## src/rtl/sys_bridge_timer.sv

```systemverilog
// sys_bridge_timer: CPU-side I/O bridge. Decodes the processor bus onto a
// countdown timer (CTRL/PRESET/COUNT), a 32-bit output port and a 32-bit
// input port, and drives the CPU hardware interrupt lines HWInt[7:2].
module sys_bridge_timer #(
  parameter logic [31:0] BASE        = 32'h0000_7F00,
  parameter int unsigned SYNC_STAGES = 2
) (
  input  logic        clk,
  input  logic        rst,
  input  logic [29:0] PrAddr,
  input  logic [31:0] PrWD,
  input  logic [3:0]  BE,
  output logic [31:0] PrRD,
  output logic [7:2]  HWInt,
  input  logic [31:0] dev_in,
  output logic [31:0] dev_out,
  input  logic        dev_irq
);

  // Word addresses of the mapped registers.
  localparam logic [29:0] AddrCtrl   = BASE[31:2];
  localparam logic [29:0] AddrPreset = BASE[31:2] + 30'd1;
  localparam logic [29:0] AddrCount  = BASE[31:2] + 30'd2;
  localparam logic [29:0] AddrOut    = BASE[31:2] + 30'd4;
  localparam logic [29:0] AddrIn     = BASE[31:2] + 30'd5;

  typedef enum logic [1:0] {
    StIdle,
    StLoad,
    StCnt,
    StInt
  } state_e;

  state_e      r_state;
  state_e      w_state_nxt;
  logic        r_en;
  logic [1:0]  r_mode;
  logic        r_im;
  logic [31:0] r_preset;
  logic [31:0] r_count;
  logic [31:0] w_count_nxt;
  logic [31:0] r_out;
  logic        r_irq_flag;
  logic [SYNC_STAGES-1:0] r_sync;

  logic w_we;
  logic w_sel_ctrl;
  logic w_sel_preset;
  logic w_sel_count;
  logic w_sel_out;
  logic w_sel_in;
  logic w_irq_set;
  logic w_en_clr;

  // Only BE[1] acts as the write strobe.
  logic w_unused;
  assign w_unused = ^{BE[3:2], BE[0]};

  assign w_we         = BE[1];
  assign w_sel_ctrl   = (PrAddr == AddrCtrl);
  assign w_sel_preset = (PrAddr == AddrPreset);
  assign w_sel_count  = (PrAddr == AddrCount);
  assign w_sel_out    = (PrAddr == AddrOut);
  assign w_sel_in     = (PrAddr == AddrIn);

  // Timer next-state, count update and interrupt/enable-clear strobes.
  always_comb begin
    w_state_nxt = r_state;
    w_count_nxt = r_count;
    w_irq_set   = 1'b0;
    w_en_clr    = 1'b0;
    unique case (r_state)
      StIdle: begin
        if (r_en) w_state_nxt = StLoad;
      end
      StLoad: begin
        w_count_nxt = r_preset;
        w_state_nxt = StCnt;
      end
      StCnt: begin
        if (!r_en) begin
          w_state_nxt = StIdle;
        end else if (r_count == 32'd0) begin
          w_state_nxt = StInt;
          w_irq_set   = 1'b1;
        end else begin
          w_count_nxt = r_count - 32'd1;
        end
      end
      StInt: begin
        // Only MODE 01 reloads; 00, 10 and 11 are all one-shot.
        if (r_mode == 2'b01) begin
          w_state_nxt = StLoad;
        end else begin
          w_en_clr    = 1'b1;
          w_state_nxt = StIdle;
        end
      end
      default: w_state_nxt = StIdle;
    endcase
  end

  // Timer state and count registers.
  always_ff @(posedge clk or posedge rst) begin
    if (rst) begin
      r_state <= StIdle;
      r_count <= 32'd0;
    end else begin
      r_state <= w_state_nxt;
      r_count <= w_count_nxt;
    end
  end

  // CTRL register; a CPU write takes priority over the one-shot EN clear.
  always_ff @(posedge clk or posedge rst) begin
    if (rst) begin
      r_en   <= 1'b0;
      r_mode <= 2'b00;
      r_im   <= 1'b0;
    end else if (w_we && w_sel_ctrl) begin
      r_en   <= PrWD[0];
      r_mode <= PrWD[2:1];
      r_im   <= PrWD[3];
    end else if (w_en_clr) begin
      r_en <= 1'b0;
    end
  end

  // PRESET and OUT data registers.
  always_ff @(posedge clk or posedge rst) begin
    if (rst) begin
      r_preset <= 32'd0;
      r_out    <= 32'd0;
    end else begin
      if (w_we && w_sel_preset) r_preset <= PrWD;
      if (w_we && w_sel_out)    r_out    <= PrWD;
    end
  end

  // Interrupt flag: set beats a simultaneous clear by a CTRL/PRESET write.
  always_ff @(posedge clk or posedge rst) begin
    if (rst) begin
      r_irq_flag <= 1'b0;
    end else if (w_irq_set) begin
      r_irq_flag <= 1'b1;
    end else if (w_we && (w_sel_ctrl || w_sel_preset)) begin
      r_irq_flag <= 1'b0;
    end
  end

  // Synchroniser chain for the asynchronous external interrupt.
  always_ff @(posedge clk or posedge rst) begin
    if (rst) begin
      r_sync <= '0;
    end else begin
      r_sync <= {r_sync[SYNC_STAGES-2:0], dev_irq};
    end
  end

  // Combinational read mux; unmapped addresses read as zero.
  always_comb begin
    PrRD = 32'd0;
    if (w_sel_ctrl) begin
      PrRD = {28'd0, r_im, r_mode, r_en};
    end else if (w_sel_preset) begin
      PrRD = r_preset;
    end else if (w_sel_count) begin
      PrRD = r_count;
    end else if (w_sel_out) begin
      PrRD = r_out;
    end else if (w_sel_in) begin
      PrRD = dev_in;
    end
  end

  assign dev_out    = r_out;
  assign HWInt[2]   = r_irq_flag & r_im;
  assign HWInt[3]   = r_sync[SYNC_STAGES-1];
  assign HWInt[7:4] = 4'd0;

endmodule

```

## config.mk

```make
export PLATFORM = sky130hd
export DESIGN_NAME = sys_bridge_timer
export DESIGN_NICKNAME = d
export VERILOG_FILES = /design/src/rtl/sys_bridge_timer.sv
export SDC_FILE = /design/constraint.sdc
export NUM_CORES = 1
export LEC_CHECK = 0
export CAP_MARGIN = 20
export CORE_ASPECT_RATIO = 0.6
export CORE_MARGIN = 4
export CORE_UTILIZATION = 45
export DETAILED_ROUTE_END_ITERATION = 8
export PLACE_DENSITY = 0.76
export SLEW_MARGIN = 20
export SYNTH_ARGS = -nofsm -noshare
export SYNTH_HDL_FRONTEND = slang
export SYNTH_SLANG_ARGS = --single-unit
```

## constraint.sdc

```tcl
create_clock -name clk -period 7 [get_ports clk]
set_input_delay 2.1 -clock clk [delete_from_list [all_inputs] [get_ports clk]]
set_output_delay 2.1 -clock clk [all_outputs]
set_load 0.1 [all_outputs]
```

==> results.cfg <==
[yosys]
synth_edf_count = 0
async_flop_share_pct = 100
yosysSeqAreaShare_pct = 41.7
synthCells = 652
yosys_warnings = 0
ys_types = 58
syn_avg_cell_area_um2 = 9.67
synth-seq-cells = 105
synthFlopType = dfrtp_1
syn_area_um2 = 6310

[flow_run]
max_cap_violations = 0

[worst_setup_path]
r2r_start = r_count[0]$_DFFE_PP0P_
endpoint_kind = output pin
cp.arrival_ns = 4.37
crit_path_start_kind = primary input
slowest_stage = clkdlybuf4s50_1
crit_chain = clkdlybuf4s50_1 > nor4bb_1 > and3_1 > and4_1 > buf_4 > a222oi_1 > a21oi_1 > buf_12
path_delay_family = buffers and inverters
r2r_slack_ns = 4.08
r2r-end = r_count[2]$_DFFE_PP0P_
crit_type = in2out
cp.required_ns = 4.90
cp_max_fo = 22
slowest_delay_ns = 0.45
crit_buf_inv = 3
r2r_cells = 8

[grt]
grt_pass1_wl_um = 33200
grt_overflow = 0
track_usage_pct = 24.9
grt_max_degree = 55
grt_pass1_vias = 6250
antenna_found_initial = 0

[final_layout]
seq_area_um2 = 2630
antenna_cells = 0
area_delta_synth_final_pct = 41.3
nNetsFinal = 884
drive_above_1_share_pct = 22.5
multi_input_area_um2 = 3550
layout_commonest_cell = clkdlybuf4s50_1
fillCellCount = 1065
mostFrequentLayoutCells = clkdlybuf4s50_1 (131), dfrtp_1 (105), mux2_2 (67)

[timing]
period_needed_ns = 6.47
timing.hold.ws_ns = 0.364
worstMarginPinSlew_ns = 1.02
fin_crit_sh_pct = 92.4
tns_ns = 0
hold_viol = 0
setup_viol = 0
fin_worst_skew_ns = 0.00466
max-slew-margin-rel_pct = 31.7
slew_viol_final = 0
setup_ws_ns = 0.534
max_clock_freq_mhz = 155
rsz0062_at_grt = no

[routing]
wl_per_cell_um = 20.7
finalWirelength_um = 20300
vias = 6093
drcViolationCount = 0
via_per_inst = 6.22
ant_nets = 0
drt-pass1-iter-count = 7
drt-initial-drc-count = 633

[clocking]
cts.path.max_buffers = 2
clock-sinks = 105
cts_buffers = 9
cts_resized = 0
cts_root_buffer = clkbuf_16
holdBufCountCts = 0
htreeDepth = 3
post_cts_buffers = 0
path_clk_slew_ns = 0.07
clock_latency_ns = 0.34
cts_tree = yes

[placement]
dpl.hpwl_um = 14200
routabilityCongestion = 0.871
place_ws_ns = 0.527
io_buffers = 163

[power_and_ir_drop]
ir_drop_mv = 0.130
switchingPower_mw = 0.277
pwr-share-clk_pct = 46.2
total_leakage_power_nw = 4.02
combPwrFrac_pct = 8.0
seqPwrFrac_pct = 45.8
swShare_pct = 20.9
p_int_mw = 1.05
cellPowerDensity_nw_per_um2 = 149

[status]
status = completed

[hold_path]
holdCritPathClass = reg2reg
min_delay_path_depth = 0
min_to = r_sync[1]$_DFF_PP0_
worstHoldStart = r_sync[0]$_DFF_PP0_

[floorplan]
placementRows = 33
num_io_pins = 171
core_area_um2 = 13700
die_w_um = 161
dieArea_um2 = 16000
initial_core_util_pct = 46.1
die_h_um = 99.7
flip-flops by register name, indices dropped and copies added (netlist names):
signal / flops
r_state: 2
r_sync: 2
r_count: 32
r_en: 1
r_preset: 32
r_irq_flag: 1
r_mode: 2
r_im: 1
dev_out: 32
cells by family (layout without fill, tap and decap cells):
| logic type | after synthesis | in the layout | share of synthesized area [%] |
|---|---|---|---|
| fa+ha+maj | 1 | 1 | 0.198 |
| simple gates | 173 | 173 | 14.0 |
| buf+inv | 71 | 203 | 4.80 |
| xor+xnor | 1 | 1 | 0.139 |
| mux | 70 | 70 | 12.4 |
| compound gates | 230 | 230 | 26.7 |
| flops | 105 | 105 | 41.7 |
| other cells | 1 | 4 | 0.0595 |
cell usage after synthesis, types with 4 or more instances:
master	instances	area, um2
a2bb2oi_1	8	70.1
a21o_1	34	255
clkbuf_1	56	210
nor2_1	34	128
nor4_1	12	75.1
and2_1	4	25.0
a222oi_1	4	40.0
and3_1	6	37.5
mux2_2	67	754
nor2b_1	5	31.3
o211ai_1	12	90.1
inv_1	5	18.8
buf_4	7	52.6
nor3_1	18	90.1
a21oi_1	22	110
nand4_1	5	31.3
o22a_1	14	123
nand2_1	46	173
a22o_1	6	52.6
a32oi_1	30	263
dfrtp_1	105	2630
o21ai_0	30	150
a22oi_1	32	240
a31oi_1	15	93.8
o22ai_1	5	31.3
nand3_1	22	110
through the flow:
| step | utilization (%) | area [um2] | power, mW | instances |
|---|---|---|---|---|
| 3_5_place_dp | 62.4 | 8530 | 0.725 | 962 |
| 5_1_grt | 65.2 | 8910 | 1.37 | 979 |
| 6_report | 65.2 | 8910 | 1.33 | 979 |
| 4_1_cts | 65.0 | 8890 | 1.33 | 978 |
| 3_3_place_gp | 62.4 | 8530 | 0.723 | 962 |
| 2_1_floorplan | - | 6460 | 0.657 | 655 |
power by group through the flow:
stage / sequential [mW] / clock [mW] / combinational (mW)
4_1_cts: 0.607 / 0.618 / 0.107
5_1_grt: 0.607 / 0.646 / 0.114
6_report: 0.607 / 0.612 / 0.106
3_5_place_dp: 0.619 / 0 / 0.106
2_1_floorplan: 0.619 / 0 / 0.0385
3_3_place_gp: 0.619 / 0 / 0.104
layout make-up:
class                           count  share of cell area, %
Inverter                            5                  0.239
Multi-Input combinational cell    479                   39.9
Clock buffer                       10                   2.57
Timing Repair Buffer              182                   23.7
Sequential cell                   105                   29.5
Clock inverter                      6                   1.46
Tap cell                          192                   2.70
worst max path at each step:
stage	depth (start not counted)	end	from	slack [ns]
2_1_floorplan	7	PrRD[2]	PrAddr[13]	0.01
4_1_cts	8	PrRD[0]	PrAddr[12]	0.53
3_3_place_gp	8	PrRD[2]	PrAddr[12]	0.54
5_1_grt	8	PrRD[1]	PrAddr[12]	0.39
6_report	8	PrRD[0]	PrAddr[12]	0.53
3_5_place_dp	8	PrRD[0]	PrAddr[12]	0.53
layer usage:
metal | track usage, % | routed length [um] | up-vias
met5 | 0 | 0 | -
met2 | 39.6 | 9000 | 289
met1 | 35.6 | 9420 | 2995
li1 | - | - | 2782
met4 | 4.85 | 228 | 0
met3 | 5.47 | 1620 | 27
Power figures use the tool's default switching activity.
